[src/rtl/video_cropper_pkg.sv]
// Shared definitions for the DVP/VP video blocks.
//   COORD_W    : width of pixel/line coordinates and counters
//   PIX_W      : width of an RGB888 pixel
//   PIX_BLACK  : value driven on the pixel bus outside active data
//   crop_state_e : cropper line-tracking FSM encodings
//   sat_inc    : saturating coordinate increment
//   in_span    : start <= pos < start+size, widened so start+size cannot wrap
package video_cropper_pkg;

  localparam int COORD_W = 12;
  localparam int PIX_W   = 24;

  typedef logic [COORD_W-1:0] coord_t;
  typedef logic [PIX_W-1:0]   pix_t;

  localparam pix_t   PIX_BLACK = 24'h000000;
  localparam coord_t COORD_MAX = '1;

  typedef enum logic [1:0] {
    FRAME_WAIT = 2'd0,
    LINE_WAIT  = 2'd1,
    IN_LINE    = 2'd2
  } crop_state_e;

  function automatic coord_t sat_inc(coord_t v);
    return (v == COORD_MAX) ? v : v + coord_t'(1);
  endfunction

  function automatic logic in_span(coord_t pos, coord_t start, coord_t size);
    logic [COORD_W:0] pos_w;
    logic [COORD_W:0] lo_w;
    logic [COORD_W:0] hi_w;
    pos_w = {1'b0, pos};
    lo_w  = {1'b0, start};
    hi_w  = {1'b0, start} + {1'b0, size};
    return (pos_w >= lo_w) && (pos_w < hi_w);
  endfunction

endpackage

[src/rtl/video_cropper_if.sv]
// Parallel video stream bundle (vsync, data enable, RGB888 pixel).
//   master : drives vs/de/data
//   slave  : receives vs/de/data
interface video_cropper_if;
  import video_cropper_pkg::*;

  logic vs;
  logic de;
  pix_t data;

  modport master (output vs, de, data);
  modport slave  (input  vs, de, data);

endinterface

[src/rtl/video_pos_counter.sv]
// Pixel/line position counters for a DE/VS video stream.
//   clk, rst_n : pixel clock, async active-low reset
//   en         : counters run when 1, held at 0 when 0
//   vs, de     : input vertical sync and data enable
//   hcnt       : pixel index within the current line (saturates at max)
//   vcnt       : line index within the current frame (saturates at max)
module video_pos_counter
  import video_cropper_pkg::*;
(
  input  logic   clk,
  input  logic   rst_n,
  input  logic   en,
  input  logic   vs,
  input  logic   de,
  output coord_t hcnt,
  output coord_t vcnt
);

  coord_t hcnt_q, hcnt_d;
  coord_t vcnt_q, vcnt_d;
  logic   de_q, de_d;

  always_comb begin
    hcnt_d = hcnt_q;
    vcnt_d = vcnt_q;
    de_d   = de;
    if (!en || vs) begin
      hcnt_d = '0;
      vcnt_d = '0;
      de_d   = 1'b0;
    end else if (de) begin
      hcnt_d = sat_inc(hcnt_q);
    end else if (de_q) begin
      // falling edge of DE closes the line
      hcnt_d = '0;
      vcnt_d = sat_inc(vcnt_q);
    end
  end

  always_ff @(posedge clk or negedge rst_n) begin
    if (!rst_n) begin
      hcnt_q <= '0;
      vcnt_q <= '0;
      de_q   <= 1'b0;
    end else begin
      hcnt_q <= hcnt_d;
      vcnt_q <= vcnt_d;
      de_q   <= de_d;
    end
  end

  assign hcnt = hcnt_q;
  assign vcnt = vcnt_q;

endmodule

[src/rtl/video_cropper.sv]
// Rectangular window cropper for a DE/VS video stream, 1-clock latency.
//   clk, rst_n       : pixel clock, async active-low reset
//   EN               : crop enable (0 = transparent bypass)
//   x_start, y_start : window origin (pixel / line index, 0-based)
//   crop_w, crop_h   : window size in pixels / lines
//   pre              : input stream (slave)
//   post             : output stream (master); data is black outside the window
// Geometry and enable are sampled into shadows while vsync is high, so
// changes made mid-frame apply from the next frame on.
//
// state      | meaning
// FRAME_WAIT | in vsync or first cycle after it; nothing is output
// LINE_WAIT  | horizontal blanking, waiting for DE
// IN_LINE    | active pixels of a line
module video_cropper
  import video_cropper_pkg::*;
#(
  parameter coord_t H_DISP = 12'd1280,
  parameter coord_t V_DISP = 12'd720
) (
  input  logic            clk,
  input  logic            rst_n,
  input  logic            EN,
  input  coord_t          x_start,
  input  coord_t          y_start,
  input  coord_t          crop_w,
  input  coord_t          crop_h,
  video_cropper_if.slave  pre,
  video_cropper_if.master post
);

  crop_state_e state_q, state_d;

  logic   en_f_q, en_f_d;
  coord_t x_start_q, x_start_d;
  coord_t y_start_q, y_start_d;
  coord_t crop_w_q, crop_w_d;
  coord_t crop_h_q, crop_h_d;

  logic   post_vs_q, post_vs_d;
  logic   post_de_q, post_de_d;
  pix_t   post_data_q, post_data_d;

  coord_t hcnt, vcnt;
  logic   in_win;

  video_pos_counter u_pos (
    .clk   (clk),
    .rst_n (rst_n),
    .en    (en_f_q),
    .vs    (pre.vs),
    .de    (pre.de),
    .hcnt  (hcnt),
    .vcnt  (vcnt)
  );

  always_comb begin
    en_f_d    = en_f_q;
    x_start_d = x_start_q;
    y_start_d = y_start_q;
    crop_w_d  = crop_w_q;
    crop_h_d  = crop_h_q;
    if (pre.vs) begin
      en_f_d    = EN;
      x_start_d = x_start;
      y_start_d = y_start;
      crop_w_d  = crop_w;
      crop_h_d  = crop_h;
    end
  end

  always_comb begin
    state_d = state_q;
    if (pre.vs) begin
      state_d = FRAME_WAIT;
    end else begin
      unique case (state_q)
        FRAME_WAIT: state_d = LINE_WAIT;
        LINE_WAIT:  if (pre.de)  state_d = IN_LINE;
        IN_LINE:    if (!pre.de) state_d = LINE_WAIT;
        default:    state_d = FRAME_WAIT;
      endcase
    end
  end

  // vsync is excluded directly so an abort mid-line blanks the very next
  // output, before the FSM register has seen it. Positions beyond the
  // supported display size are never treated as in-window.
  assign in_win = pre.de && !pre.vs && (state_q != FRAME_WAIT)
               && in_span(hcnt, x_start_q, crop_w_q)
               && in_span(vcnt, y_start_q, crop_h_q)
               && (hcnt < H_DISP) && (vcnt < V_DISP);

  always_comb begin
    post_vs_d = pre.vs;
    if (!en_f_q) begin
      post_de_d   = pre.de;
      post_data_d = pre.data;
    end else begin
      post_de_d   = in_win;
      post_data_d = in_win ? pre.data : PIX_BLACK;
    end
  end

  always_ff @(posedge clk or negedge rst_n) begin
    if (!rst_n) begin
      state_q     <= FRAME_WAIT;
      en_f_q      <= 1'b0;
      x_start_q   <= '0;
      y_start_q   <= '0;
      crop_w_q    <= '0;
      crop_h_q    <= '0;
      post_vs_q   <= 1'b0;
      post_de_q   <= 1'b0;
      post_data_q <= PIX_BLACK;
    end else begin
      state_q     <= state_d;
      en_f_q      <= en_f_d;
      x_start_q   <= x_start_d;
      y_start_q   <= y_start_d;
      crop_w_q    <= crop_w_d;
      crop_h_q    <= crop_h_d;
      post_vs_q   <= post_vs_d;
      post_de_q   <= post_de_d;
      post_data_q <= post_data_d;
    end
  end

  assign post.vs   = post_vs_q;
  assign post.de   = post_de_q;
  assign post.data = post_data_q;

endmodule

[src/flat_wrapper.sv]
// flat-port wrapper written by rule: the top's interface ports become plain ports
module video_cropper_flat import video_cropper_pkg::*;
#(
  parameter coord_t H_DISP = 12'd1280,
  parameter coord_t V_DISP = 12'd720
)
  (clk, rst_n, EN, x_start, y_start, crop_w, crop_h, pre_vs, pre_de, pre_data, post_vs, post_de, post_data);
  video_cropper_if pre_i ();
  video_cropper_if post_i ();
  input  logic clk;
  input  logic rst_n;
  input  logic EN;
  input  coord_t x_start;
  input  coord_t y_start;
  input  coord_t crop_w;
  input  coord_t crop_h;
  input wire logic [$bits(pre_i.vs)-1:0] pre_vs;
  input wire logic [$bits(pre_i.de)-1:0] pre_de;
  input wire logic [$bits(pre_i.data)-1:0] pre_data;
  output wire logic [$bits(post_i.vs)-1:0] post_vs;
  output wire logic [$bits(post_i.de)-1:0] post_de;
  output wire logic [$bits(post_i.data)-1:0] post_data;
  assign pre_i.vs = pre_vs;
  assign pre_i.de = pre_de;
  assign pre_i.data = pre_data;
  assign post_vs = post_i.vs;
  assign post_de = post_i.de;
  assign post_data = post_i.data;
  video_cropper #(.H_DISP(H_DISP), .V_DISP(V_DISP)) u_core (.clk(clk), .rst_n(rst_n), .EN(EN), .x_start(x_start), .y_start(y_start), .crop_w(crop_w), .crop_h(crop_h), .pre(pre_i), .post(post_i));
endmodule
[config.mk]
export PLATFORM = sky130hd
export DESIGN_NAME = video_cropper_flat
export DESIGN_NICKNAME = d
export VERILOG_FILES = /design/src/rtl/video_cropper_pkg.sv /design/src/rtl/video_cropper_if.sv /design/src/rtl/video_pos_counter.sv /design/src/rtl/video_cropper.sv /design/src/flat_wrapper.sv
export SDC_FILE = /design/constraint.sdc
export NUM_CORES = 1
export LEC_CHECK = 0
export BUFFER_PORTS_ARGS = -buffer_cell sky130_fd_sc_hd__buf_2
export CORE_MARGIN = 8
export CORE_UTILIZATION = 50
export DETAILED_ROUTE_END_ITERATION = 8
export PLACE_DENSITY = 0.69
export SYNTH_ARGS = -nofsm -noshare
export SYNTH_HDL_FRONTEND = slang
export SYNTH_SLANG_ARGS = --single-unit
[constraint.sdc]
create_clock -name clk -period 10.2 [get_ports clk]
set_clock_uncertainty 0.05 [all_clocks]
set_input_delay 1.02 -clock clk [delete_from_list [all_inputs] [get_ports clk]]
set_output_delay 1.02 -clock clk [all_outputs]
set_load 0.05 [all_outputs]
# Word-level counts from Yosys, hierarchy flattened
# Index checks and enable logic that the tools add are counted.
# totals
elab_cells	65
ff_bits	102
# classes
order_cmp	6
n_reduce_logical	18
eq_ne	9
mux	16
n_addsub	4
# op_table
op	count
two-way mux 12 bit	8
two-way mux 24 bit	2
adder 12 x 12 -> 13 bit	2
less-than comparator 12 x 13 -> 1 bit	2
adder 12 x 1 -> 12 bit, second input constant	2
== test 12 bit, second input constant	2
greater-or-equal comparator 12 bit	2
less-than comparator 12 x 10 -> 1 bit, second input constant	1
less-than comparator 12 x 11 -> 1 bit, second input constant	1
inequality test 3 bit, second input constant	3
logical AND 1 bit	8
two-way mux 2 bit	3
case mux 2 bit (3 select lines)	1
AND reduction 2 bit	2
nonzero test 2 bit	2
AND reduction 3 bit	1
nonzero test 3 bit	1
== test 2 x 1 -> 1 bit, second input constant	1
== test 2 bit, second input constant	1
zero test 1 bit	2
zero test 2 bit	1
two-way mux 1 bit	2
inequality test 2 x 1 -> 1 bit, second input constant	1
inequality test 2 bit, second input constant	1
logical OR 1 bit	1

# Depth between registers and ports, before layout
# Gate-level depths: netlist (run 1).
# logic_depth
word_depth	9
mapped_depth	18

# Cells and area by module
# A second synthesis (run 1) with hierarchy kept.
# hier_totals
cells_unflattened	651
area_unflattened_um2	6521.3
# modules_own_cells
module	cells_each	seq_area_each_um2	area_per_inst_um2	instances
video_cropper	496	1926.8	5069.9	1
video_pos_counter	155	625.6	1451.4	1

# Worst setup path before layout (run 1)
# OpenSTA, ideal clock, no wires.
# synth_timing
path_kind	register -> register
startpoint	register u_core.y_start_q[0]
endpoint	register u_core.post_data_q[22] (netlist: u_core.post.data[22])
synth_period_minus_slack_ns	3.448
stages_incl_launch_ff	18
setup_slack_ns	6.752
n_path_buf	2
arrival_ns	3.315
setup_time_ns	0.083
cell_sequence	dfrtp_1 -> ha_1 -> fa_1 -> a211oi_1 -> nor2_2 -> o221ai_2 -> nand2b_1 -> a21oi_1 -> xor2_1 -> ha_1 -> a2111oi_0 -> o21ai_0 -> a21oi_1 -> nand2_1 -> a32o_1 -> buf_6 -> buf_12 -> o22ai_2
# synth_between
elab_chain_cells	8
elab_cells_between_ends	9
cone_classes	1 x add/sub; 2 x order compare; 2 x mux; 4 x reduce/logical
# synth_lines
item	line_no	rtl
from (decl)	video_cropper.sv:36	coord_t y_start_q, y_start_d;
from (signal assigned)	video_cropper.sv:120	y_start_q <= y_start_d;
adder 12 x 12 -> 13 bit	video_cropper_pkg.sv:35	hi_w = {1'b0, start} + {1'b0, size};
less-than comparator 12 x 13 -> 1 bit	video_cropper_pkg.sv:36	return (pos_w >= lo_w) && (pos_w < hi_w);
logical AND 1 bit *	video_cropper_pkg.sv:36	
logical AND 1 bit *	video_cropper.sv:91	&& in_span(vcnt, y_start_q, crop_h_q)
logical AND 1 bit * (2 in series)	video_cropper.sv:92	&& (hcnt < H_DISP) && (vcnt < V_DISP);
two-way mux 24 bit *	video_cropper.sv:101	post_data_d = in_win ? pre.data : PIX_BLACK;
two-way mux 24 bit *	video_cropper.sv:96	if (!en_f_q) begin
net u_core.post_data_d[22]	video_cropper.sv:42	pix_t post_data_q, post_data_d;
to (signal assigned)	video_cropper.sv:125	post_data_q <= post_data_d;
to (decl)	video_cropper.sv:42	
# Mark *: on every way through the listed nets, which the timed path passes. The rest lies on a longest branch.
# A chain may end at the register's enable or synchronous reset.

# Worst setup path in the final report (run 1)
# layout_timing
startpoint	register u_core.y_start_q[0]
endpoint	register u_core.post_data_q[1] (netlist: u_core.post.data[1])
# Same word-level chain as after synthesis.

==> results of run 1 <==
==> cells in the mapped netlist, types with 2 or more instances <==
master / n
o21ai_0: 44
nand2b_1: 12
mux2_2: 26
dlygate4sd3_1: 2
buf_6: 2
o21a_1: 4
nand4_1: 32
and2_1: 2
nor2b_1: 4
o21ai_1: 3
o22ai_2: 20
nor4_1: 7
mux2i_1: 2
or3_1: 6
nor2_1: 31
a31oi_1: 3
or2_2: 2
a211o_1: 2
dfrtp_1: 102
a21oi_1: 30
xor2_1: 17
o21bai_1: 2
a211oi_1: 7
nand2_1: 54
a21o_1: 12
and4_1: 3
nand3b_1: 2
o22ai_1: 8
buf_12: 2
fa_1: 2
dlygate4sd1_1: 4
inv_1: 60
o211a_1: 2
clkbuf_1: 12
o2111ai_1: 2
ha_1: 72
and3_1: 5
xnor2_1: 15
nand3_1: 16
nor3_1: 10
==> worst max-delay path, stage by stage, from the launching register on <==
cell and delay [ps]:
dfrtp_1 410, ha_1 220, fa_1 420, a211oi_1 290
nor2_2 110, o221ai_2 190, nand2b_1 70, a21oi_1 170
xor2_1 160, ha_1 250, a2111oi_0 390, o21ai_0 140
a21oi_1 140, nand2_1 80, a32o_1 260, buf_4 250
o22ai_1 170
==> logic make-up after synthesis <==
family / share of synthesized area (%)
xor+xnor: 4.28
fa+ha+maj: 14.5
compound gates: 16.5
mux: 4.77
buf+inv: 5.99
flops: 38.9
simple gates: 15.0
==> layer usage <==
layer,vias to the layer above,wire (um)
li1,2583,-
met1,2550,6410
met2,84,7820
met3,19,672
met4,0,235
met5,-,0
==> final timing paths <==
| path | start | endpoint |
|---|---|---|
| min in group asynchronous | rst_n | u_core.crop_h_q[5]$_DFFE_PN0P_ |
| hold reg to reg | u_core.crop_w_q[8]$_DFFE_PN0P_ | u_core.crop_w_q[8]$_DFFE_PN0P_ |
| hold / removal | u_core.crop_w_q[8]$_DFFE_PN0P_ | u_core.crop_w_q[8]$_DFFE_PN0P_ |
| max in group asynchronous | rst_n | u_core.crop_w_q[0]$_DFFE_PN0P_ |
| setup / recovery | u_core.y_start_q[0]$_DFFE_PN0P_ | u_core.post.data[1]$_DFF_PN0_ |
| setup reg to reg | u_core.y_start_q[0]$_DFFE_PN0P_ | u_core.post.data[1]$_DFF_PN0_ |
==> registers in the layout, indices dropped and copies added (netlist names) <==
name,cells
u_core.u_pos.de_q,1
u_core.crop_w_q,12
u_core.post.data,24
u_core.post.vs,1
u_core.en_f_q,1
u_core.u_pos.vcnt,12
u_core.u_pos.hcnt,12
u_core.x_start_q,12
u_core.crop_h_q,12
u_core.post.de,1
u_core.state_q,2
u_core.y_start_q,12
==> where the power goes <==
part	total (W)	switching [W]	internal [W]	leakage (nW)
clock network	0.000365	0.000169	0.000196	0.153
logic	0.000280	0.000166	0.000114	2.27
registers	0.000447	0.0000158	0.000432	1.28
total	0.00109	0.000350	0.000742	3.71
==> placed cells by master, fill, tap and decap left out, types with 6 or more instances in the layout <==
cell       netlist  layout
dfrtp_1        102     102
buf_2            0     101
ha_1            72      72
inv_1           60      60
nand2_1         54      54
o21ai_0         44      44
nand4_1         32      32
nor2_1          31      31
a21oi_1         30      30
mux2_2          26      26
o22ai_2         20      20
xor2_1          17      17
nand3_1         16      16
xnor2_1         15      15
nand2b_1        12      12
a21o_1          12      12
nor3_1          10      10
clkbuf_16        0       9
o22ai_1          8       8
nor4_1           7       7
a211oi_1         7       7
or3_1            6       6
==> area by class of cell <==
class	instances	area (sq um)
clock buffer	9	225
clock inverter	7	85.1
fill	1185	5560
inverter	60	225
multi-input combinational	479	3630
sequential	102	2550
tap	176	220
timing repair buffer	106	543
==> per-stage QoR <==
step	setup slack (ps)	total power, W	util [%]
after floorplan	6750	0.000659	-
after global routing	5950	0.00115	57.4
final	6310	0.00109	57.4
after CTS	6320	0.00110	57.4
after global placement	6470	0.000726	55.0
after detailed placement	6370	0.000736	55.0
==> impl_metrics.env, run 1 <==
export IMPL_core_sq_um=13000
export IMPL_ys_types=61
export IMPL_grt_met2_usage_pct=32.2
export IMPL_ys_async_sr_fraction_pct=100
export IMPL_num_rows=42
export IMPL_yosysTopAreaCell="dfrtp_1"
export IMPL_io_pin_count=103
export IMPL_tns_ps=0
export IMPL_syn_area_sq_um=6560
export IMPL_cts_sinks=102
export IMPL_finalHoldViolCount=0
export IMPL_run_status="completed"
export IMPL_start_util_pct=50.3
export IMPL_antenna_found_initial=0
export IMPL_firstDrtPassIters=4
export IMPL_clk_pin_slew_ps=80
export IMPL_synth_area_leaders="dfrtp_1, ha_1, mux2_2"
export IMPL_syn_avg_cell_area_sq_um=9.87
export IMPL_slew_headroom_pct=12.5
export IMPL_clk_latency_ps=360
export IMPL_drt_iter0_drc=347
export IMPL_grt_use_total_pct=18.2
export IMPL_path_max_fanout=25
export IMPL_postPlaceCellArea_sq_um=7170
export IMPL_place_gp_congestion=0.836
export IMPL_cp_arrival_ps=4120
export IMPL_ir_drop_uv=69.7
export IMPL_worst_pin_slew_ps=1310
export IMPL_yosysSeqAreaShare_pct=38.9
export IMPL_cp_start_kind="flop"
export IMPL_ctsLongestPathBuffers=2
export IMPL_die_y_um=131
export IMPL_met3_usage_pct=3.49
export IMPL_dpl_cell_count=923
export IMPL_cts_resized=0
export IMPL_synth_edf_count=0
export IMPL_synth_seq_cells=102
export IMPL_final_max_slew_viol_count=0
export IMPL_finalCritPeriodShare_pct=38.1
export IMPL_critPathKind="reg2reg"
export IMPL_synth_top_area_share_pct=38.9
export IMPL_cts_setup_buffers=0
export IMPL_die_x_um=131
export IMPL_reg2regPathDepth=16
export IMPL_layout_min_cycle_time_ps=3890
export IMPL_rsz0062_at_grt="false"
export IMPL_grt_most_used_layer="met2"
export IMPL_grt_pass1_vias=5284
export IMPL_grt_pass1_wl_mm=24.8
export IMPL_grt_start_max_net_pins=79
export IMPL_layout_nets=909
export IMPL_required_ps=10420
export IMPL_post_route_cell_area_sq_um=7480
export IMPL_ctsHoldBuffers=0
export IMPL_netlist_instances=664
export IMPL_ctsHtreeMaxLevel=3
export IMPL_endpoint_kind="flop"
export IMPL_whs_path_depth=1
export IMPL_synthToLayoutAreaGrowth_pct=14.1
export IMPL_layout_drive_gt1_share_pct=23.3
export IMPL_n_antenna_cell=0
export IMPL_ys_flop_type="dfrtp_1"
export IMPL_p_leak_nw=3.71
export IMPL_hold_path_class="reg2reg"
export IMPL_gr_total_overflow=0
export IMPL_drc=0
export IMPL_r2r_slack_ps=6310
export IMPL_numCtsBuffers=9
export IMPL_cap_violations=0
export IMPL_vias_per_cell=5.58
export IMPL_cts_root_buffer="clkbuf_16"
export IMPL_wirelength_mm=15.1
export IMPL_die_area_sq_um=17000
export IMPL_vias=5236
export IMPL_synth_fp_nets=815
export IMPL_wire_per_inst_um=16.1
export IMPL_setup_viol=0
export IMPL_grtUsageMet1_pct=21.6
export IMPL_hold_slack_ps=469
export IMPL_cts_tree="yes"
export IMPL_io_buffer_count=102
export IMPL_ant_nets=0
export IMPL_yosys_warnings=0
export IMPL_hpwlAfterDp_mm=11.4
export IMPL_power_per_cell_area_nw_per_um2=146
export IMPL_fmax_mhz=257
export IMPL_fin_cells=939
Note: power is estimated with default switching activity, not from simulation.
==> inputs of run 2 (changes only) <==
clock period = 3.9 ns   (was 10.2 ns; I/O delays follow)
==> impl_metrics.env, run 2 (synthesis gave the netlist of run 1 again) <==
export IMPL_run_status="completed"
export IMPL_fillCellCount=1200
export IMPL_power_per_cell_area_nw_per_um2=373
export IMPL_vias_per_cell=5.55
export IMPL_wire_per_inst_um=16.1
export IMPL_layout_drive_gt1_share_pct=24.1
export IMPL_gr_total_overflow=0
export IMPL_die_y_um=131
export IMPL_cp_arrival_ps=3860
export IMPL_slew_headroom_pct=15.9
export IMPL_die_area_sq_um=17000
export IMPL_cap_violations=0
export IMPL_grt_pass1_vias=5421
export IMPL_ir_drop_uv=189
export IMPL_ant_nets=0
export IMPL_firstDrtPassIters=4
export IMPL_cts_sinks=102
export IMPL_num_rows=42
export IMPL_grt_use_total_pct=18.5
export IMPL_ff_latch_area_sq_um=2550
export IMPL_vias=5232
export IMPL_cts_root_buffer="clkbuf_16"
export IMPL_finalHoldViolCount=0
export IMPL_ctsHoldBuffers=0
export IMPL_hold_path_class="in2async"
export IMPL_final_max_slew_viol_count=0
export IMPL_place_gp_congestion=0.850
export IMPL_critPathKind="reg2reg"
export IMPL_required_ps=4130
export IMPL_io_pin_count=103
export IMPL_wirelength_mm=15.1
export IMPL_multi_input_area_sq_um=3640
export IMPL_largest_reg_flops=24
export IMPL_layout_nets=911
export IMPL_grt_start_max_net_pins=76
export IMPL_clk_pin_slew_ps=70
export IMPL_ctsLongestPathBuffers=2
export IMPL_slowest_delay_ps=400
export IMPL_ctsHtreeMaxLevel=3
export IMPL_place_ws_ps=117
export IMPL_numCtsBuffers=9
export IMPL_cts_tree="yes"
export IMPL_startpoint="u_core.y_start_q[0]$_DFFE_PN0P_"
export IMPL_endpoint_kind="flop"
export IMPL_finalCritPeriodShare_pct=93.1
export IMPL_slowest_stage="dfrtp_1"
export IMPL_worst_pin_slew_ps=1260
export IMPL_drc=0
export IMPL_timing_rr_start="u_core.y_start_q[0]$_DFFE_PN0P_"
export IMPL_grt_pass1_wl_mm=25.1
export IMPL_io_buffer_count=102
export IMPL_final_common_cell="dfrtp_1"
export IMPL_fmax_mhz=275
export IMPL_clk_latency_ps=360
export IMPL_hpwlAfterDp_mm=11.3
export IMPL_post_route_cell_area_sq_um=7520
export IMPL_cp_start_kind="flop"
export IMPL_crit_chain="ha_1 > fa_2 > a211oi_2 > nor2_2 > o221ai_2 > nand2b_1 > a21oi_1 > xor2_1 > ha_1 > a2111oi_2 > o21ai_0 > a21oi_1 > nand2_1 > a32o_2 > buf_12 > o22ai_1"
export IMPL_layout_min_cycle_time_ps=3630
export IMPL_p_leak_nw=3.72
export IMPL_start_util_pct=50.3
export IMPL_drt_iter0_drc=253
export IMPL_setup_viol=0
export IMPL_postPlaceCellArea_sq_um=7180
export IMPL_synthToLayoutAreaGrowth_pct=14.8
export IMPL_path_max_fanout=13
export IMPL_setup_ws_ps=268
export IMPL_die_x_um=131
export IMPL_antenna_found_initial=1
export IMPL_core_sq_um=13000
export IMPL_final_cell_mix="dfrtp_1, buf_2, ha_1, inv_1, nand2_1"
-- run 2: cell types whose count changed in the layout (fill, tap and decap cells not counted), sizes merged --
cell	change
clkinvlp	+2
inv	-2
buf	+1
bufinv	-1
clkbuf	+1
clkinv	+1
diode	+1
-- run 2: cell type report --
class	instances	share of cell area [%]
repair buffers	108	7.82
clock buffers	9	2.99
diodes	1	0.0333
multi-input cells	479	48.4
clock inverters	7	0.915
well taps	176	2.93
inverters	60	2.99
flip-flops and latches	102	33.9
-- run 2: through the flow --
| stage | setup TNS (ps) | total power (W) | utilization, % | hold slack (ps) | instances |
|---|---|---|---|---|---|
| floorplan | 0 | 0.00172 | - | 44.4 | 664 |
| global placement | 0 | 0.00190 | 55.1 | 447 | 923 |
| detailed placement | 0 | 0.00192 | 55.1 | 455 | 923 |
| CTS | 0 | 0.00283 | 57.3 | 162 | 939 |
| global route | -36.9 | 0.00297 | 57.7 | 189 | 942 |
| finish | 0 | 0.00281 | 57.7 | 121 | 942 |
-- run 2: path summary, 6_finish.rpt --
| kind | endpoint | slack [ps] | depth (start not counted) |
|---|---|---|---|
| min in group clk | u_core.x_start_q[2]$_DFFE_PN0P_ | 180 | 3 |
| setup reg to reg | u_core.post.data[1]$_DFF_PN0_ | 270 | 16 |
| max in group asynchronous | u_core.x_start_q[1]$_DFFE_PN0P_ | 2780 | 2 |
| hold / removal | u_core.crop_h_q[3]$_DFFE_PN0P_ | 120 | 1 |
| hold reg to reg | u_core.crop_w_q[4]$_DFFE_PN0P_ | 470 | 1 |
| setup / recovery | u_core.post.data[1]$_DFF_PN0_ | 270 | 16 |
-- run 2: worst max-delay path, delay by kind of cell, from the launching register on --
family          cells  cell delay [ps]
compound gates      8             1640
xor+xnor            1              160
fa+ha+maj           3              870
buf+inv             1              170
flops               1              400
simple gates        3              250
-- run 2: what timing repair did --
| action | in CTS | in global routing |
|---|---|---|
| resized for setup | 0 | 6 |
| setup buffers | 0 | 1 |
| setup endpoints to repair | 0 | 25 |
-- run 2: power by group --
| part | leakage, nW | internal (W) | switching (W) | total, W |
|---|---|---|---|---|
| sequential | 1.28 | 0.00113 | 0.0000425 | 0.00117 |
| combinational | 2.30 | 0.000304 | 0.000435 | 0.000738 |
| clock | 0.137 | 0.000449 | 0.000447 | 0.000896 |
-- run 2: layer usage --
layer	track usage, %	part of all wire [%]
met5	0	0
met4	8.51	2.5
met3	3.57	5.1
met2	32.7	51
met1	21.0	41
